**src/rtl/mem_ctrl.sv**
```systemverilog
// Memory controller: latches dcache/icache requests, data has priority, and serialises them into little-endian byte accesses on the 8-bit RAM/IO bus.
// Optional feature macro: MC_IO_LOAD_SINGLE_EN (I/O-region loads issue a single byte access).
module mem_ctrl #(
    parameter int ADDR_W    = 32,
    parameter int IO_SEL_HI = 17
) (
    input  logic              clk,
    input  logic              rst,
    input  logic              rdy,
    input  logic              iIC_en,
    input  logic [ADDR_W-1:0] iIC_pc,
    output logic              oIC_done,
    output logic [31:0]       oIC_inst,
    input  logic              iDC_en,
    input  logic              iDC_ls,
    input  logic [ADDR_W-1:0] iDC_pc,
    input  logic [31:0]       iDC_dt,
    input  logic [2:0]        iDC_len,
    output logic              oDC_done,
    output logic [31:0]       oDC_dt,
    input  logic [7:0]        mem_din,
    output logic [7:0]        mem_dout,
    output logic [ADDR_W-1:0] mem_a,
    output logic              mem_wr,
    input  logic              io_buffer_full
);

    typedef enum logic [1:0] {IDLE, FETCH, LOAD, STORE} state_t;

    state_t            state_reg;
    logic              ic_pend_reg, dc_pend_reg;
    logic [ADDR_W-1:0] ic_addr_reg, dc_addr_reg, mem_a_reg;
    logic              dc_ls_reg;
    logic [31:0]       dc_dt_reg;
    logic [2:0]        dc_len_reg;
    logic [2:0]        cnt_reg, n_reg, cnt_next, dc_n;
    logic [31:0]       data_reg, data_next, ic_inst_reg, dc_out_reg;
    logic [7:0]        mem_dout_reg, din_hold_reg, din_eff, store_byte;
    logic              wr_reg, ic_done_reg, dc_done_reg, frz_reg;
    logic              a_is_io, store_stall;

    assign cnt_next    = cnt_reg + 3'd1;
    assign a_is_io     = mem_a_reg[IO_SEL_HI] & mem_a_reg[IO_SEL_HI-1];
    assign store_stall = (state_reg == STORE) && io_buffer_full && a_is_io;

    // The bus keeps running while rdy is low, so the byte that was valid when
    // the freeze began is held and substituted in the first resumed cycle.
    assign din_eff = frz_reg ? din_hold_reg : mem_din;

    always_ff @(posedge clk) begin
        if (rst) begin
            frz_reg      <= 1'b0;
            din_hold_reg <= 8'd0;
        end else begin
            frz_reg <= !rdy;
            if (!rdy && !frz_reg)
                din_hold_reg <= mem_din;
        end
    end

    always_comb begin
        dc_n = ((dc_len_reg == 3'd1) || (dc_len_reg == 3'd2) || (dc_len_reg == 3'd4))
               ? dc_len_reg : 3'd4;
`ifdef MC_IO_LOAD_SINGLE_EN
        if (!dc_ls_reg && dc_addr_reg[IO_SEL_HI] && dc_addr_reg[IO_SEL_HI-1])
            dc_n = 3'd1;
`endif
    end

    always_comb begin
        case (cnt_next[1:0])
            2'd0:    store_byte = dc_dt_reg[7:0];
            2'd1:    store_byte = dc_dt_reg[15:8];
            2'd2:    store_byte = dc_dt_reg[23:16];
            default: store_byte = dc_dt_reg[31:24];
        endcase
    end

    // Byte k-1 of the assembled word is filled while cnt == k.
    genvar gi;
    generate
        for (gi = 0; gi < 4; gi++) begin : g_lane
            assign data_next[8*gi +: 8] = (cnt_reg == 3'(gi + 1)) ? din_eff : data_reg[8*gi +: 8];
        end
    endgenerate

    always_ff @(posedge clk) begin
        if (rst) begin
            state_reg    <= IDLE;
            ic_pend_reg  <= 1'b0;
            dc_pend_reg  <= 1'b0;
            ic_addr_reg  <= '0;
            dc_addr_reg  <= '0;
            dc_ls_reg    <= 1'b0;
            dc_dt_reg    <= 32'd0;
            dc_len_reg   <= 3'd0;
            cnt_reg      <= 3'd0;
            n_reg        <= 3'd0;
            data_reg     <= 32'd0;
            ic_inst_reg  <= 32'd0;
            dc_out_reg   <= 32'd0;
            mem_a_reg    <= '0;
            mem_dout_reg <= 8'd0;
            wr_reg       <= 1'b0;
            ic_done_reg  <= 1'b0;
            dc_done_reg  <= 1'b0;
        end else if (rdy) begin
            ic_done_reg <= 1'b0;
            dc_done_reg <= 1'b0;
            if (iIC_en && !ic_pend_reg) begin
                ic_pend_reg <= 1'b1;
                ic_addr_reg <= iIC_pc;
            end
            if (iDC_en && !dc_pend_reg) begin
                dc_pend_reg <= 1'b1;
                dc_ls_reg   <= iDC_ls;
                dc_addr_reg <= iDC_pc;
                dc_dt_reg   <= iDC_dt;
                dc_len_reg  <= iDC_len;
            end
            case (state_reg)
                IDLE: begin
                    cnt_reg  <= 3'd0;
                    data_reg <= 32'd0;
                    if (dc_pend_reg) begin
                        mem_a_reg    <= dc_addr_reg;
                        mem_dout_reg <= dc_dt_reg[7:0];
                        n_reg        <= dc_n;
                        wr_reg       <= dc_ls_reg;
                        state_reg    <= dc_ls_reg ? STORE : LOAD;
                    end else if (ic_pend_reg) begin
                        mem_a_reg <= ic_addr_reg;
                        n_reg     <= 3'd4;
                        wr_reg    <= 1'b0;
                        state_reg <= FETCH;
                    end
                end
                FETCH, LOAD: begin
                    data_reg <= data_next;
                    if (cnt_reg == n_reg) begin
                        state_reg <= IDLE;
                        if (state_reg == FETCH) begin
                            ic_done_reg <= 1'b1;
                            ic_inst_reg <= data_next;
                            ic_pend_reg <= 1'b0;
                        end else begin
                            dc_done_reg <= 1'b1;
                            dc_out_reg  <= data_next;
                            dc_pend_reg <= 1'b0;
                        end
                    end else begin
                        cnt_reg <= cnt_next;
                        if (cnt_next < n_reg)
                            mem_a_reg <= mem_a_reg + 1'b1;
                    end
                end
                STORE: begin
                    if (!store_stall) begin
                        if (cnt_next == n_reg) begin
                            wr_reg      <= 1'b0;
                            dc_done_reg <= 1'b1;
                            dc_pend_reg <= 1'b0;
                            state_reg   <= IDLE;
                        end else begin
                            cnt_reg      <= cnt_next;
                            mem_a_reg    <= mem_a_reg + 1'b1;
                            mem_dout_reg <= store_byte;
                        end
                    end
                end
                default: state_reg <= IDLE;
            endcase
        end
    end

    assign oIC_done = ic_done_reg;
    assign oIC_inst = ic_inst_reg;
    assign oDC_done = dc_done_reg;
    assign oDC_dt   = dc_out_reg;
    assign mem_a    = mem_a_reg;
    assign mem_dout = mem_dout_reg;
    assign mem_wr   = wr_reg & rdy & ~store_stall;

endmodule

```
**config.mk**
```make
export PLATFORM = sky130hd
export DESIGN_NAME = mem_ctrl
export DESIGN_NICKNAME = d
export VERILOG_FILES = /design/src/rtl/mem_ctrl.sv
export SDC_FILE = /design/constraint.sdc
export NUM_CORES = 1
export LEC_CHECK = 0
export ABC_AREA = 1
export BUFFER_PORTS_ARGS = -buffer_cell sky130_fd_sc_hd__buf_2
export CAP_MARGIN = 10
export CORE_MARGIN = 1.5
export CORE_UTILIZATION = 35
export DETAILED_ROUTE_END_ITERATION = 8
export GPL_TIMING_DRIVEN = 0
export PLACE_DENSITY = 0.56
export SYNTH_ARGS = -nofsm -noshare
export SYNTH_HDL_FRONTEND = slang
export SYNTH_SLANG_ARGS = --single-unit
export TNS_END_PERCENT = 10
```
**constraint.sdc**
```tcl
create_clock -name clk -period 2.35 [get_ports clk]
set_clock_uncertainty 0.2 [all_clocks]
set_input_delay 0.235 -clock clk [delete_from_list [all_inputs] [get_ports clk]]
set_output_delay 0.235 -clock clk [all_outputs]
set_load 0.005 [all_outputs]
```
# Yosys cells after proc, flatten, opt, wreduce, memory -nomap -nowiden
# Cells that the tools add are included.
dict set report classes {
  n_bitwise 5
  addsub 2
  eq_ne 22
  reduce_logical 28
  mux 55
  order_cmp 1
}
# operator count
set ops {}
lappend ops {{$mux 32} 6}
lappend ops {{$pmux 32 s3} 1}
lappend ops {{$mux 8} 8}
lappend ops {{$pmux 32 s2} 1}
lappend ops {{$add 32x1->32 const B} 1}
lappend ops {{$pmux 8 s3} 1}
lappend ops {{$mux 1} 21}
lappend ops {{$mux 3} 6}
lappend ops {{$pmux 8 s2} 1}
lappend ops {{$reduce_and 5->1} 3}
lappend ops {{$ne 2x2->1 const B} 6}
lappend ops {{$reduce_and 4->1} 3}
lappend ops {{$mux 2} 5}
lappend ops {{$eq 3x2->1 const B} 3}
lappend ops {{$pmux 3 s3} 1}
lappend ops {{$eq 2x2->1 const B} 3}
lappend ops {{$eq 3x1->1 const B} 2}
lappend ops {{$eq 3x3->1} 2}
lappend ops {{$eq 3x3->1 const B} 2}
lappend ops {{$pmux 1 s2} 3}
lappend ops {{$pmux 2 s3} 1}
lappend ops {{$reduce_and 2->1} 3}
lappend ops {{$reduce_and 6->1} 1}
lappend ops {{$reduce_bool 2->1} 3}
lappend ops {{other kinds (13)} 26}
dict set report word_totals {
  out_inout_bits 107
  reg_bits 258
  in_bits 114
  elab_cells 133
}

# Longest topological paths before layout
# Gate-level depths: netlist (run 1).
dict set report depth {
  ltp_word 6
  mapped_depth 13
  depth_no_buf 12
}

# Worst setup path before layout (run 1)
# OpenSTA, ideal clock, no wires.
dict set report synth_path {
  path_type {register to register}
  start {register cnt_reg[1]}
  end {register mem_a_reg[11], in the netlist mem_a[11]}
  synth_period_minus_slack_ps 2425
  path_stages_with_launch 13
  required_ps 2034
  path_buffers 2
  arrival_ps 2110
  slack_ps -75
  setup_time_ps 116
  cell_sequence {dfxtp_1 ha_1 ha_1 inv_1 ha_1 nand3_1 nor2_1 nor2_2 buf_6 nand3_4 buf_4 nor2_1 nor2_1}
}
dict set report synth_via {
  elab_chain_cells 4
  elab_cells_between_ends 8
  cone_classes {add/sub: 1; order compare: 1; eq/ne: 5; reduce/logical: 1}
}
# item line_no
set synth_lines {}
lappend synth_lines {{from (decl)} 36} ;# logic [2:0] cnt_reg, n_reg, cnt_next, dc_n;
lappend synth_lines {{from (signal assigned)} 152} ;# cnt_reg <= cnt_next;
lappend synth_lines {{from (signal assigned)} 165} ;# cnt_reg <= cnt_next;
lappend synth_lines {{$add 3x1->3} 42} ;# assign cnt_next = cnt_reg + 3'd1;
lappend synth_lines {{$lt 3x3->1 / $eq 3x3->1 (equally long branches)} {153, 159}}
lappend synth_lines {{$ne 2x2->1 (no line)} -}
lappend synth_lines {{$reduce_and 6->1 (no line) (*)} -}
lappend synth_lines {{to (signal assigned)} 132} ;# mem_a_reg <= ic_addr_reg;
lappend synth_lines {{to (signal assigned)} 154} ;# mem_a_reg <= mem_a_reg + 1'b1;
lappend synth_lines {{to (signal assigned)} 166} ;# mem_a_reg <= mem_a_reg + 1'b1;
lappend synth_lines {{to (decl)} 32} ;# logic [ADDR_W-1:0] ic_addr_reg, dc_addr_reg, mem_a_reg;
# Every way passes the cells marked *; elsewhere a longest branch is shown, timed or not.
# A chain may end at the register's enable or synchronous reset.

# Worst setup path after layout (run 1)
dict set report layout_path {
  start {register cnt_reg[0]}
  end {register mem_a_reg[18], in the netlist mem_a[18]}
}
# The elaborated chain is that of the path after synthesis.

==> metrics.txt, run 1 <==
delay of the slowest cell on the worst path=between 300 and 400 ps; Worst Setup End Kind=flop; fillers=around 3400; maximum number of pins on one net before global-route repair=15; largest buffer count on any clock path=3; buffers added on ports=219; Switching Power=4464 uW; CTS sink count=258; WL per Instance=16.77 um; type of element launching the critical path=flop; Total Routing Usage GR=0.2418; worst min path class=primary input to flop; max-cap violation count=0; worst setup path start=cnt_reg[0]; ys flop type=dfxtp_1; largest fanout of any net on the critical path=5; fin util=0.4916; WHS=63.23 ps; clock buffer count from CTS=29; number of H-tree levels=1; reported leakage power=0.006683 uW; post-synth net total=1833; final cell count without fillers=2550; Syn Inst Count=1704; flops & latches, synth=258; power after layout=about 13000 uW; number of detailed-routing iterations run before antenna repair=7; initial cell density of the core=0.3584; vias after detailed routing=12730; cell depth of the worst hold path=5; final setup violation count=15; full die area=34680 sq um; fraction of layout instances using a drive strength above 1=0.1913; Yosys top cell by area=dfxtp_1; arrival time of the worst setup path=approximately 2700 ps; number of placed I/O pins=221; setup ws final=-50.31 ps; syn avg cell area=6.896 sq um; worst reg2reg path depth=14; Cell Int Power=about 9000 uW; origin of the critical flop-to-flop path=cnt_reg[0]; part of the cycle the worst path needs=1.021; delay-heaviest family, CP=adder cells; Inst Count DP=2365; TritonCTS clock tree=built; clock group share of total power=0.356; reg2reg setup slack=-50 ps; Cell Rows=between 60 and 70; Final nets=2213; final RePlAce weighted congestion=about 0.9; shortest period the worst path allows=2400 ps; combinational share of power=0.269; average vias per placed instance=between 4 and 5; global-route congestion overflow total=0; final number of max-transition violations=0; detailed-placement wirelength estimate=slightly above 30 mm; slowest stage cell on the critical path=dfxtp_4; proportion of synthesized flip-flops having asynchronous set or reset=0; Area Growth Syn to Fin=37.15%; HP Start=io_buffer_full; required time of the critical path=2600 ps; number of violations reported at the end of detailed-routing iteration 0=962; power per cell area=833.3 nW/um^2; Setup CP Type=flop to flop; maximum operating frequency=between 0.4 and 0.5 GHz; register area share after synthesis=0.4396; cell area after synthesis=approximately 12000 sq um; VDD IR max=0.5892 mV; RSZ-0062 raised after global routing=yes; clock latency on the worst-skew pair=560 ps; drt total wl=about 43 mm; buffering stage count on the worst path with inverters included=5; Tightest Pin Transition=961.9 ps; core footprint=32780 sq um; first-pass GRT wire length=65.12 mm; crit-path most repeated cell=ha_4; height of the die=186.2 um; number of warnings issued by yosys=0; reg-to-reg endpoint=mem_a[18]; width of the die=186.2 um; headroom to the max-slew limit=0.3519; Clock Pin Slew Worst Setup and Hold Paths=60 ps; cells along the critical path=ha_4, ha_4, inv_2, ha_4, nand3_4, nor2_4, nor2_4, buf_6, nand3_4, buf_12, buf_8, a21oi_2, nand2_1, inv_1; vias in the first global route=~12000; top cell type's share of synthesized area=0.4396; share of total power in sequential cells=0.376; CTS root buf=clkbuf_16; minimum setup slack after placement=-405.3 ps; DRC violation count after routing=0; end of the worst hold path=dc_pend_reg; number of library cell types mapped by synthesis=39; count of final hold-check violations=0; antenna-violating nets left=0; Sw Ratio=0.3325; number of enable flip-flop cells after synthesis=0; violated checks=negative setup slack; number of antenna violations at the first check in global routing=1; cell types with the largest area share after synthesis=dfxtp_1 44%, nand2_1 11%, o21ai_0 9.5%; outcome=finished, violations left
## cell type report
cell class,instances,area [sq um],share of cell area
clock buffer,43,898.4,0.05575
timing repair buffer,349,2480,0.1539
tap,442,553.0,0.03432
sequential,258,5172,0.3210
antenna,1,2.502,0.0001553
multi-input combinational,1237,5978,0.3710
clock inverter,11,118.9,0.007376
inverter,99,371.6,0.02306
buffer,110,540.5,0.03354
## how the worst max path moves through the flow
stage / end / slack [ps] / depth (start not counted)
2_1_floorplan: mem_a[21] / -20 / 13
3_3_place_gp: mem_a[21] / -390 / 12
3_5_place_dp: mem_a[22] / -410 / 13
4_1_cts: mem_a[22] / -50 / 13
5_1_grt: mem_a[18] / -150 / 13
6_report: mem_a[18] / -50 / 14
## synthesized netlist by cell type, drive strengths merged (3+ instances only)
library cell / count
inv: 98
a21oi: 200
o21ai: 236
ha: 15
nand2: 344
buf: 40
nand3: 125
o21bai: 5
nand4: 3
clkbuf: 70
nor3: 6
dfxtp: 258
o211ai: 10
nor2: 280
## cells in the final DEF (no fill, tap or decap), drive strengths merged, types with 2 or more instances in the layout
master	Yosys	routed
nand2	344	344
nor2	280	280
buf	40	273
dfxtp	258	258
o21ai	236	236
a21oi	200	200
nand3	125	125
dlygate4sd3	0	114
clkbuf	70	114
inv	98	99
ha	15	15
o211ai	10	10
clkinv	1	8
nor3	6	6
o21bai	5	5
nand4	3	3
or2	2	2
xor2	2	2
bufinv	0	2
xnor2	2	2
## repair_timing
action	in CTS	in global routing
hold endpoints to repair	116	0
buffers inserted	11	2
hold buffers	114	0
setup endpoints to repair	46	87
pin swaps	9	8
gates resized for setup	46	50
gates cloned	3	0
## worst reg2reg max path, stage by stage, from the launching register on
cell	delay, ps
dfxtp_4	360
ha_4	170
ha_4	260
inv_2	40
ha_4	280
nand3_4	80
nor2_4	120
nor2_4	60
buf_6	130
nand3_4	140
buf_12	150
buf_8	120
a21oi_2	50
nand2_1	100
inv_1	40
## power groups by stage
stage	sequential [uW]	clock [uW]	combinational, uW
after CTS	5040	4850	3420
after detailed placement	5130	0	2860
final	5050	4780	3610
after global routing	5090	5020	3930
after global placement	5130	0	2840
after floorplan	5050	0	1830
## metrics by stage
stage | TNS (ps) | instance area (sq um)
detailed placement | -12450 | 13400
global placement | -11460 | 13400
finish | -303.6 | 16120
global route | -3578 | 16120
floorplan | -70.12 | 11760
CTS | -676.9 | 15960
## routing by layer
metal	global-route usage	routed length (um)	part of all wire	up-vias
met2	0.4267	20760	0.49	372
li1	-	-	-	6368
met1	0.3063	18650	0.44	5923
met5	0	0	0	-
met4	0.07419	1192	0.028	0
met3	0.03076	2168	0.051	67
## logic make-up after synthesis
group	synth area share
AO/OA/AOI/OAI	0.2021
XOR/XNOR	0.003621
flip-flops	0.4396
AND/OR/NAND/NOR	0.2639
buffers and inverters	0.07486
adder cells (fa/ha/maj)	0.01597
Note: power is estimated with default switching activity, not from simulation.
==> run 2: changes to the inputs <==
PLACE_DENSITY = 0.54   (was 0.56)
clock period = 3.1 ns   (was 2.35 ns; I/O delays follow)
==> metrics.txt, run 2 (synthesis results as in run 1) <==
required time of the critical path=3350 ps; cells along the critical path=ha_1, ha_1, inv_1, ha_1, nand3_1, nor2_1, nor2_2, nand2_4, nor2_4, buf_6, nand3_1, nand2_1, inv_1; fraction of layout instances using a drive strength above 1=0.1591; most frequent standard cell in the layout excluding fill and tap cells=nand2_1; crit-path most repeated cell=ha_1; final-layout setup total negative slack=0 ps; clock buffer count from CTS=31; clock latency on the worst-skew pair=560 ps; count of final hold-check violations=0; delay of the slowest cell on the worst path=around 400 ps; Final nets=2199; drt total wl=roughly 43 mm; DRC violation count after routing=0; initial cell density of the core=0.3584; largest buffer count on any clock path=3; core footprint=32780 sq um; arrival time of the worst setup path=between 3000 and 4000 ps; CTS sink count=258; Worst Setup End Kind=flop; maximum operating frequency=0.3509 GHz; CTS root buf=clkbuf_16; shortest period the worst path allows=2850 ps; worst min path class=primary input to flop; number of antenna violations at the first check in global routing=1; area of combinational cells with multiple inputs=5705 sq um; final number of max-transition violations=0; final RePlAce weighted congestion=about 0.9; buffers added on ports=between 200 and 250; WHS=around 120 ps; first-pass GRT wire length=65.07 mm; headroom to the max-slew limit=0.3223; final setup violation count=0; vias in the first global route=12030; antenna-violating nets left=0; largest fanout of any net on the critical path=10; number of detailed-routing iterations run before antenna repair=5; width of the die=186.2 um; reported leakage power=0.006582 uW; VDD IR max=0.4668 mV; maximum number of pins on one net before global-route repair=16; post-cts resize count=0; Area Growth Syn to Fin=33.49%; TritonCTS clock tree=built; number of placed I/O pins=221; outcome=finished clean; delay-heaviest family, CP=simple AND/OR/NAND/NOR gates; height of the die=186.2 um; number of violations reported at the end of detailed-routing iteration 0=995; RSZ-0062 raised after global routing=no; Tightest Pin Transition=1006 ps; Total Routing Usage GR=0.2434; fin util=0.4784; vias after detailed routing=~13000; slowest stage cell on the critical path=dfxtp_1; part of the cycle the worst path needs=0.9193; WL per Instance=16.86 um; Setup CP Type=flop to flop; average vias per placed instance=around 5.0; buffering stage count on the worst path with inverters included=3; number of H-tree levels=1; full die area=34680 sq um; power per cell area=roughly 650 nW/um^2; Cell Rows=66; type of element launching the critical path=flop; most frequent cells in the layout=342 x nand2_1, 274 x nor2_1, 258 x dfxtp_1; Clock Pin Slew Worst Setup and Hold Paths=roughly 60 ps; fillers=3384; global-route congestion overflow total=0; max-cap violation count=0; sequential standard cell area=5165 sq um; detailed-placement wirelength estimate=approximately 31 mm
==> run 2: changes by cell type in the layout (fill, tap and decap cells not counted), moves of 7 or more <==
cell      before  now
nand2_1      327  342
nand2_2       13    1
clkbuf_8      12    5
nor2_4        12    3
o21ai_0      209  222
nor2_1       259  274
buf_4         15    8
a21oi_2       14    6
a21oi_1      185  194
o21ai_1       24   13
==> run 2: layer usage <==
layer,GRT usage,vias up,part of all wire
li1,-,6341,-
met1,0.3072,5842,0.43
met2,0.4225,390,0.48
met3,0.03329,77,0.056
met4,0.08903,0,0.034
met5,0,-,0
==> run 2: path summary, 6_finish.rpt <==
kind,from,to,slack [ps],depth (start not counted)
hold / removal,io_buffer_full,dc_pend_reg,120,5
setup / recovery,cnt_reg[1],mem_a[20],250,13
hold reg to reg,dc_dt_reg[5],dc_dt_reg[5],250,2
setup reg to reg,cnt_reg[1],mem_a[20],250,13
==> run 2: worst register-to-register path: stages, from the launching register on <==
cell	delay, ps
dfxtp_1	390
ha_1	220
ha_1	290
inv_1	40
ha_1	300
nand3_1	140
nor2_1	90
nor2_2	200
nand2_4	110
nor2_4	320
buf_6	220
nand3_1	80
nand2_1	90
inv_1	40
==> run 2: layout make-up <==
cell class,count,area share
Clock inverter,15,0.01779
Timing Repair Buffer,333,0.1426
Multi-Input combinational cell,1237,0.3638
Tap cell,442,0.03526
Inverter,99,0.02369
Sequential cell,258,0.3293
Antenna cell,1,0.0001595
Clock buffer,41,0.05504
Buffer,110,0.03239
==> run 2: power by group <==
part	total [uW]	leakage, uW	switching [uW]	internal, uW
Clock	4060	0.000565	1460	2610
Combinational	2320	0.00391	1520	791
Sequential	3820	0.00210	248	3570
==> run 2: stage by stage <==
| step | area, sq um | total power (uW) | setup slack (ps) | cells |
|---|---|---|---|---|
| after floorplan | 11750 | 5207 | 674.5 | 1704 |
| after global placement | 13400 | 6055 | 258.3 | 2365 |
| after detailed placement | 13400 | 6071 | 264.7 | 2365 |
| after CTS | 15680 | 10250 | 253.6 | 2535 |
| after global routing | 15690 | 10710 | 50.88 | 2536 |
| final | 15690 | 10200 | 250.3 | 2536 |
==> run 2: repair_timing <==
action,4_1_cts,5_1_grt
hold endpoints to repair,114,0
buffers inserted,0,0
hold buffers,114,0
